--- config.mk ---
export PLATFORM = sky130hd
export DESIGN_NAME = alu_cmd_issuer_flat
export DESIGN_NICKNAME = d
export VERILOG_FILES = /design/src/rtl/alu_cmd_issuer_if.sv /design/src/rtl/alu_cmd_issuer.sv /design/src/flat_wrapper.sv
export SDC_FILE = /design/constraint.sdc
export NUM_CORES = 1
export LEC_CHECK = 0
export CORE_UTILIZATION = 55
export CTS_BUF_LIST = sky130_fd_sc_hd__clkbuf_8
export CTS_CLUSTER_SIZE = 14
export DETAILED_ROUTE_END_ITERATION = 12
export PLACE_DENSITY = 0.88
export SETUP_SLACK_MARGIN = 0.2
export SLEW_MARGIN = 25
export SYNTH_ARGS = -nofsm -noshare
export SYNTH_HDL_FRONTEND = slang
export SYNTH_SLANG_ARGS = --single-unit
--- constraint.sdc ---
create_clock -name clk -period 2 [get_ports clk]
set_input_delay 0.4 -clock clk [delete_from_list [all_inputs] [get_ports clk]]
set_output_delay 0.4 -clock clk [all_outputs]
set_load 0.01 [all_outputs]
--- src/rtl/alu_cmd_issuer_if.sv ---
// ---------------------------------------------------------------------------
// alu_cmd_issuer_if
// Command and response channels of the ALU command issuer.
//   cmd_valid/cmd_ready : command handshake (initiator -> issuer)
//   cmd_op/cmd_a/cmd_b  : command payload (op code, operands)
//   rsp_valid/rsp_ready : response handshake (issuer -> consumer)
//   rsp_data/rsp_flags  : captured ALU result and {carry, overflow, zero}
// master : the side that sends commands and consumes responses
// slave  : the issuer itself
// ---------------------------------------------------------------------------
interface alu_cmd_issuer_if #(
  parameter int DATA_W = 4
) ();

  logic              cmd_valid;
  logic              cmd_ready;
  logic [2:0]        cmd_op;
  logic [DATA_W-1:0] cmd_a;
  logic [DATA_W-1:0] cmd_b;

  logic              rsp_valid;
  logic              rsp_ready;
  logic [DATA_W-1:0] rsp_data;
  logic [2:0]        rsp_flags;

  modport master (
    output cmd_valid, cmd_op, cmd_a, cmd_b, rsp_ready,
    input  cmd_ready, rsp_valid, rsp_data, rsp_flags
  );

  modport slave (
    input  cmd_valid, cmd_op, cmd_a, cmd_b, rsp_ready,
    output cmd_ready, rsp_valid, rsp_data, rsp_flags
  );

endinterface

--- src/rtl/alu_cmd_issuer.sv ---
// ---------------------------------------------------------------------------
// alu_cmd_issuer
// Initiator-side companion to a combinational ALU. Commands are queued in a
// small FIFO, driven onto the ALU, held for one settle cycle, sampled and
// returned over a valid/ready response channel. Sticky flags and a completed
// operation counter are kept for status/debug.
//
// Ports:
//   clk, rst        : clock, synchronous active-high reset
//   bus (slave)     : command and response channels (see alu_cmd_issuer_if)
//   alu_a/b/op      : operands and op code driven to the ALU (registered)
//   alu_out         : ALU result
//   alu_zero/overflow/carry : ALU flags
//   sticky_flags    : OR of flags of all accepted responses {carry,ovf,zero}
//   sticky_clr      : clears sticky_flags (wins over a same-cycle merge)
//   op_count        : number of accepted responses, wraps
// ---------------------------------------------------------------------------
module alu_cmd_issuer #(
  parameter int DATA_W = 4,
  parameter int DEPTH  = 4,
  parameter int CNT_W  = 8
) (
  input  logic              clk,
  input  logic              rst,
  alu_cmd_issuer_if.slave   bus,
  output logic [DATA_W-1:0] alu_a,
  output logic [DATA_W-1:0] alu_b,
  output logic [2:0]        alu_op,
  input  logic [DATA_W-1:0] alu_out,
  input  logic              alu_zero,
  input  logic              alu_overflow,
  input  logic              alu_carry,
  output logic [2:0]        sticky_flags,
  input  logic              sticky_clr,
  output logic [CNT_W-1:0]  op_count
);

  localparam int AW = $clog2(DEPTH);

  typedef struct packed {
    logic [2:0]        op;
    logic [DATA_W-1:0] a;
    logic [DATA_W-1:0] b;
  } cmd_t;

  typedef enum logic [1:0] {
    S_IDLE,
    S_DRIVE,
    S_SAMPLE,
    S_RESP
  } state_e;

  // -------------------------------------------------------------------------
  // Command FIFO
  // -------------------------------------------------------------------------
  cmd_t        mem_q [DEPTH];
  logic [AW:0] wr_ptr_q, wr_ptr_d;
  logic [AW:0] rd_ptr_q, rd_ptr_d;
  logic        full, empty;
  logic        push, pop;
  cmd_t        head;

  // The extra MSB differs when the writer has lapped the reader once.
  assign full  = (wr_ptr_q[AW] != rd_ptr_q[AW]) &&
                 (wr_ptr_q[AW-1:0] == rd_ptr_q[AW-1:0]);
  assign empty = (wr_ptr_q == rd_ptr_q);
  assign push  = bus.cmd_valid && !full;
  assign head  = mem_q[rd_ptr_q[AW-1:0]];

  assign wr_ptr_d = push ? wr_ptr_q + 1'b1 : wr_ptr_q;
  assign rd_ptr_d = pop  ? rd_ptr_q + 1'b1 : rd_ptr_q;

  always_ff @(posedge clk) begin
    if (rst) begin
      wr_ptr_q <= '0;
      rd_ptr_q <= '0;
    end else begin
      wr_ptr_q <= wr_ptr_d;
      rd_ptr_q <= rd_ptr_d;
    end
  end

  // NOTE: storage is deliberately not reset; the pointers alone define which
  // entries are valid, so clearing the array would only cost reset fan-out.
  always_ff @(posedge clk) begin
    if (push) begin
      mem_q[wr_ptr_q[AW-1:0]] <= '{op: bus.cmd_op, a: bus.cmd_a, b: bus.cmd_b};
    end
  end

  // -------------------------------------------------------------------------
  // Sequencing FSM
  // -------------------------------------------------------------------------
  state_e state_q, state_d;
  logic   capture;
  logic   rsp_hs;

  always_ff @(posedge clk) begin
    if (rst) state_q <= S_IDLE;
    else     state_q <= state_d;
  end

  // NOTE: every combinational output gets a default before the case so no
  // path leaves it unassigned, which would otherwise infer a latch.
  always_comb begin
    state_d = state_q;
    unique case (state_q)
      S_IDLE:   if (!empty) state_d = S_DRIVE;
      S_DRIVE:  state_d = S_SAMPLE;
      S_SAMPLE: state_d = S_RESP;
      S_RESP:   if (bus.rsp_ready) state_d = empty ? S_IDLE : S_DRIVE;
      default:  state_d = S_IDLE;
    endcase
  end

  always_comb begin
    pop     = 1'b0;
    capture = 1'b0;
    rsp_hs  = 1'b0;
    unique case (state_q)
      S_IDLE:   pop = !empty;
      S_SAMPLE: capture = 1'b1;
      // Back-to-back: the next command is popped on the handshake edge so
      // the following response needs only DRIVE and SAMPLE again.
      S_RESP: begin
        rsp_hs = bus.rsp_ready;
        pop    = bus.rsp_ready && !empty;
      end
      default: ;
    endcase
  end

  // -------------------------------------------------------------------------
  // ALU drive, response capture, status
  // -------------------------------------------------------------------------
  logic [DATA_W-1:0] alu_a_q, alu_a_d;
  logic [DATA_W-1:0] alu_b_q, alu_b_d;
  logic [2:0]        alu_op_q, alu_op_d;
  logic              rsp_valid_q, rsp_valid_d;
  logic [DATA_W-1:0] rsp_data_q, rsp_data_d;
  logic [2:0]        rsp_flags_q, rsp_flags_d;
  logic [2:0]        sticky_q, sticky_d;
  logic [CNT_W-1:0]  count_q, count_d;

  always_comb begin
    alu_a_d     = pop ? head.a  : alu_a_q;
    alu_b_d     = pop ? head.b  : alu_b_q;
    alu_op_d    = pop ? head.op : alu_op_q;
    rsp_data_d  = capture ? alu_out : rsp_data_q;
    rsp_flags_d = capture ? {alu_carry, alu_overflow, alu_zero} : rsp_flags_q;
    rsp_valid_d = rsp_valid_q;
    if (capture)     rsp_valid_d = 1'b1;
    else if (rsp_hs) rsp_valid_d = 1'b0;
    // A clear in the same cycle as a handshake drops that response's flags.
    if (sticky_clr)  sticky_d = '0;
    else if (rsp_hs) sticky_d = sticky_q | rsp_flags_q;
    else             sticky_d = sticky_q;
    count_d = rsp_hs ? count_q + 1'b1 : count_q;
  end

  always_ff @(posedge clk) begin
    if (rst) begin
      alu_a_q     <= '0;
      alu_b_q     <= '0;
      alu_op_q    <= '0;
      rsp_valid_q <= 1'b0;
      rsp_data_q  <= '0;
      rsp_flags_q <= '0;
      sticky_q    <= '0;
      count_q     <= '0;
    end else begin
      alu_a_q     <= alu_a_d;
      alu_b_q     <= alu_b_d;
      alu_op_q    <= alu_op_d;
      rsp_valid_q <= rsp_valid_d;
      rsp_data_q  <= rsp_data_d;
      rsp_flags_q <= rsp_flags_d;
      sticky_q    <= sticky_d;
      count_q     <= count_d;
    end
  end

  assign bus.cmd_ready = !full;
  assign bus.rsp_valid = rsp_valid_q;
  assign bus.rsp_data  = rsp_data_q;
  assign bus.rsp_flags = rsp_flags_q;
  assign alu_a         = alu_a_q;
  assign alu_b         = alu_b_q;
  assign alu_op        = alu_op_q;
  assign sticky_flags  = sticky_q;
  assign op_count      = count_q;

endmodule
--- src/flat_wrapper.sv ---
// flat-port wrapper written by rule: the top's interface ports become plain ports
module alu_cmd_issuer_flat 
#(
  parameter int DATA_W = 4,
  parameter int DEPTH  = 4,
  parameter int CNT_W  = 8
)
  (clk, rst, alu_a, alu_b, alu_op, alu_out, alu_zero, alu_overflow, alu_carry, sticky_flags, sticky_clr, op_count, bus_cmd_valid, bus_cmd_op, bus_cmd_a, bus_cmd_b, bus_rsp_ready, bus_cmd_ready, bus_rsp_valid, bus_rsp_data, bus_rsp_flags);
  alu_cmd_issuer_if #(.DATA_W(DATA_W)) bus_i ();
  input  logic clk;
  input  logic rst;
  output logic [DATA_W-1:0] alu_a;
  output logic [DATA_W-1:0] alu_b;
  output logic [2:0] alu_op;
  input  logic [DATA_W-1:0] alu_out;
  input  logic alu_zero;
  input  logic alu_overflow;
  input  logic alu_carry;
  output logic [2:0] sticky_flags;
  input  logic sticky_clr;
  output logic [CNT_W-1:0] op_count;
  input wire logic [$bits(bus_i.cmd_valid)-1:0] bus_cmd_valid;
  input wire logic [$bits(bus_i.cmd_op)-1:0] bus_cmd_op;
  input wire logic [$bits(bus_i.cmd_a)-1:0] bus_cmd_a;
  input wire logic [$bits(bus_i.cmd_b)-1:0] bus_cmd_b;
  input wire logic [$bits(bus_i.rsp_ready)-1:0] bus_rsp_ready;
  output wire logic [$bits(bus_i.cmd_ready)-1:0] bus_cmd_ready;
  output wire logic [$bits(bus_i.rsp_valid)-1:0] bus_rsp_valid;
  output wire logic [$bits(bus_i.rsp_data)-1:0] bus_rsp_data;
  output wire logic [$bits(bus_i.rsp_flags)-1:0] bus_rsp_flags;
  assign bus_i.cmd_valid = bus_cmd_valid;
  assign bus_i.cmd_op = bus_cmd_op;
  assign bus_i.cmd_a = bus_cmd_a;
  assign bus_i.cmd_b = bus_cmd_b;
  assign bus_i.rsp_ready = bus_rsp_ready;
  assign bus_cmd_ready = bus_i.cmd_ready;
  assign bus_rsp_valid = bus_i.rsp_valid;
  assign bus_rsp_data = bus_i.rsp_data;
  assign bus_rsp_flags = bus_i.rsp_flags;
  alu_cmd_issuer #(.DATA_W(DATA_W), .DEPTH(DEPTH), .CNT_W(CNT_W)) u_core (.clk(clk), .rst(rst), .bus(bus_i), .alu_a(alu_a), .alu_b(alu_b), .alu_op(alu_op), .alu_out(alu_out), .alu_zero(alu_zero), .alu_overflow(alu_overflow), .alu_carry(alu_carry), .sticky_flags(sticky_flags), .sticky_clr(sticky_clr), .op_count(op_count));
endmodule
==> impl_metrics.ini <==
[drt]
num_vias = 2051
drcViolationCount = 0
via_per_inst = 5.50
totalWireLength_mm = 6.49
met3WireLength_um = 309
avgRoutedWirePerCell_um = 17.4
met2_length_mm = 3.56
highest_layer = met4
ant_nets = 0
dr.first_iter.drc_count = 97
dr.pass1.iters = 4
wl_met1_mm = 2.57

[cts]
numCtsBuffers = 9
cts-root-buf = clkbuf_8
clkLatencyLatePin_ns = 0.34
hold_buffers = 0
cts_tree = built
cts_max_path_buffers = 2
cts.sinks = 82
cts.htree.levels = 3
path_clk_slew_ns = 0.08

[timing]
layout_min_cycle_time_ns = 1.74
setup_ws_ns = 0.257
fmax_mhz = 574
period_share = 0.872
max_slew_margin = 0.676
finalMaxSlewViolations = 0
setup_viol = 0
tightest_slew_ns = 0.485
finalSetupTns_ns = 0
hold_viol = 0
rsz0062_at_grt = false
fin_skew_ns = 0.00642

[setup_path]
critPathKind = reg2reg
worst-r2r-cell-count = 6
cp-start-kind = register
required_ns = 2.24
cp_slowest_cell = a311oi_4
crit_chain = inv_2, ha_4, a311oi_4, clkbuf_16, mux2i_1, nor2_1
endpoint_kind = register
crit_start = u_core.state_q[0]
worstReg2RegStart = u_core.state_q[0]
timing.rr.end = u_core.alu_a[0]
setup.worst_path.end = u_core.alu_a[0]
rrSetupSlack_ns = 0.26
max_stage_delay_ns = 0.39
cp_max_fo = 7
critical_path_arrival_ns = 1.98

[finish]
drive_above_1_share = 0.183
area_delta_synth_final_pct = 32.1
n_antenna_cell = 0
postLayoutCellArea_um2 = 4310
fin_cells = 373
final_net_count = 330

[placed_design]
dp.cells = 354
place_congestion = 0.754
postPlaceCellArea_um2 = 3990
dp_slack_ns = -0.00372
dpl.hpwl_mm = 4.21
port_buffers = 53

[status]
status = completed

[synth]
ys_async_sr_fraction = 0
synth-edff-count = 44
yosys_most_used_dff = edfxtp_1
synth.distinct_cells = 31
netlist_instances = 226
synth_nets = 259
syn_area_um2 = 3260
synth_warnings = 0
syn_avg_cell_area_um2 = 14.4
synth_seq_cells = 82
ys_seq_area_frac = 0.638

[job]
maxCapViolCount = 0

[grt]
grt_pass1_wl_mm = 10.1
antenna_found_initial = 0
grt_pass1_vias = 2105
overflow = 0
grt_start_max_net_pins = 29
track_usage = 0.225

[die]
die_w_um = 79.0
initial_core_util = 0.582
die_h_um = 79.0
die_area_um2 = 6240
core_um2 = 5610
io_pins = 54
row_count = 27

[pwr]
ir_worst_vdd_uv = 929
p_leak_nw = 1.51
p_per_area_nw_per_um2 = 1120

[min_path]
hold_class = reg2reg
[cell usage in the layout, fill, tap and decap left out, types with 2 or more instances in the layout]
| cell | instances |
|---|---|
| a2111oi_0 | 2 |
| a21oi_1 | 8 |
| and2_1 | 5 |
| and3_1 | 2 |
| buf_12 | 5 |
| buf_4 | 10 |
| bufinv_16 | 2 |
| clkbuf_8 | 9 |
| clkdlybuf4s50_1 | 52 |
| dfxtp_1 | 31 |
| dfxtp_2 | 5 |
| dfxtp_4 | 2 |
| edfxtp_1 | 44 |
| ha_1 | 8 |
| inv_1 | 4 |
| mux2i_1 | 21 |
| mux4_1 | 2 |
| mux4_2 | 9 |
| nand2_1 | 5 |
| nand4_1 | 5 |
| nor2_1 | 35 |
| nor3_1 | 3 |
| xnor2_1 | 4 |
| xnor2_4 | 2 |
| xor2_1 | 6 |
[where the power goes]
| group | total, mW | switching (mW) | internal [mW] |
|---|---|---|---|
| sequential | 2.09 | 0.127 | 1.96 |
| clock | 1.28 | 0.579 | 0.700 |
| combinational | 1.44 | 0.637 | 0.801 |
[flip-flops by register name, summed over array words and instances (netlist names)]
| signal | flops |
|---|---|
| u_core.state_q | 2 |
| u_core.bus.rsp_data | 4 |
| u_core.op_count | 8 |
| u_core.alu_op | 3 |
| u_core.wr_ptr_q | 3 |
| u_core.bus.rsp_valid | 1 |
| u_core.bus.rsp_flags | 3 |
| u_core.sticky_flags | 3 |
| u_core.mem_q | 44 |
| u_core.alu_b | 4 |
| u_core.rd_ptr_q | 3 |
| u_core.alu_a | 4 |
[final cells by class]
type / count / area (um^2)
fillers: 343 / 1300
multi-input cells: 130 / 1160
clock inverters: 6 / 90.1
well taps: 72 / 90.1
repair buffers: 69 / 729
flip-flops and latches: 82 / 2100
inverters: 5 / 18.8
clock buffers: 9 / 124
[routing by layer]
metal  track usage  up-vias
met4        0.0691        0
li1              -      968
met5             0        -
met1         0.254     1012
met3        0.0701        6
met2         0.403       65
[kinds of logic (layout without fill, tap and decap cells)]
| logic type | count (synthesis) | count (layout) | share of synthesized area |
|---|---|---|---|
| flops | 82 | 82 | 0.638 |
| simple gates | 60 | 60 | 0.0840 |
| mux | 32 | 32 | 0.143 |
| compound gates | 15 | 15 | 0.0380 |
| buf+inv | 14 | 89 | 0.0192 |
| xor+xnor | 13 | 13 | 0.0395 |
| fa+ha+maj | 10 | 10 | 0.0384 |
[worst min path at each step]
stage	start	end	slack, ns	depth (start not counted)
floorplan	sticky_clr	u_core.sticky_flags[0]	0.48	1
global placement	u_core.alu_a[2]	u_core.alu_a[2]	0.47	2
detailed placement	u_core.bus.rsp_valid	u_core.bus.rsp_valid	0.48	2
CTS	u_core.bus.rsp_data[1]	u_core.bus.rsp_data[1]	0.51	2
global route	u_core.bus.rsp_valid	u_core.bus.rsp_valid	0.53	2
finish	u_core.bus.rsp_data[1]	u_core.bus.rsp_data[1]	0.50	2
[critical path: cells and delay by family, from the launching register on]
family,cells,cell delay (ns)
AO/OA/AOI/OAI,1,0.39
flip-flops,1,0.38
buffers and inverters,2,0.33
adder cells (fa/ha/maj),1,0.26
AND/OR/NAND/NOR,1,0.06
multiplexers,1,0.21
[timing repair]
action                     in CTS  in global routing
pin swaps                       3                  1
setup endpoints to repair       1                  2
gates cloned                    0                  1
resized for setup              11                  5
buffers inserted                3                  0
[synth_stat cells, types with 3 or more instances]
master,number,area share
edfxtp_1,44,0.41
dfxtp_1,38,0.23
nor2_1,35,0.040
mux2i_1,21,0.064
ha_1,10,0.038
mux4_2,9,0.062
a21oi_1,8,0.012
xor2_1,7,0.019
clkbuf_1,6,0.0069
and2_1,5,0.0096
inv_1,5,0.0058
nand2_1,5,0.0058
nand4_1,5,0.0096
xnor2_1,4,0.011
nor3_1,3,0.0046
[through the flow]
| step | hold slack, ns | power [mW] | util |
|---|---|---|---|
| 2_1_floorplan | 0.479 | 2.89 | - |
| 3_3_place_gp | 0.473 | 3.33 | 0.712 |
| 3_5_place_dp | 0.484 | 3.40 | 0.712 |
| 4_1_cts | 0.508 | 4.73 | 0.760 |
| 5_1_grt | 0.533 | 5.03 | 0.769 |
| 6_report | 0.498 | 4.81 | 0.769 |
Note: power is estimated with default switching activity, not from simulation.
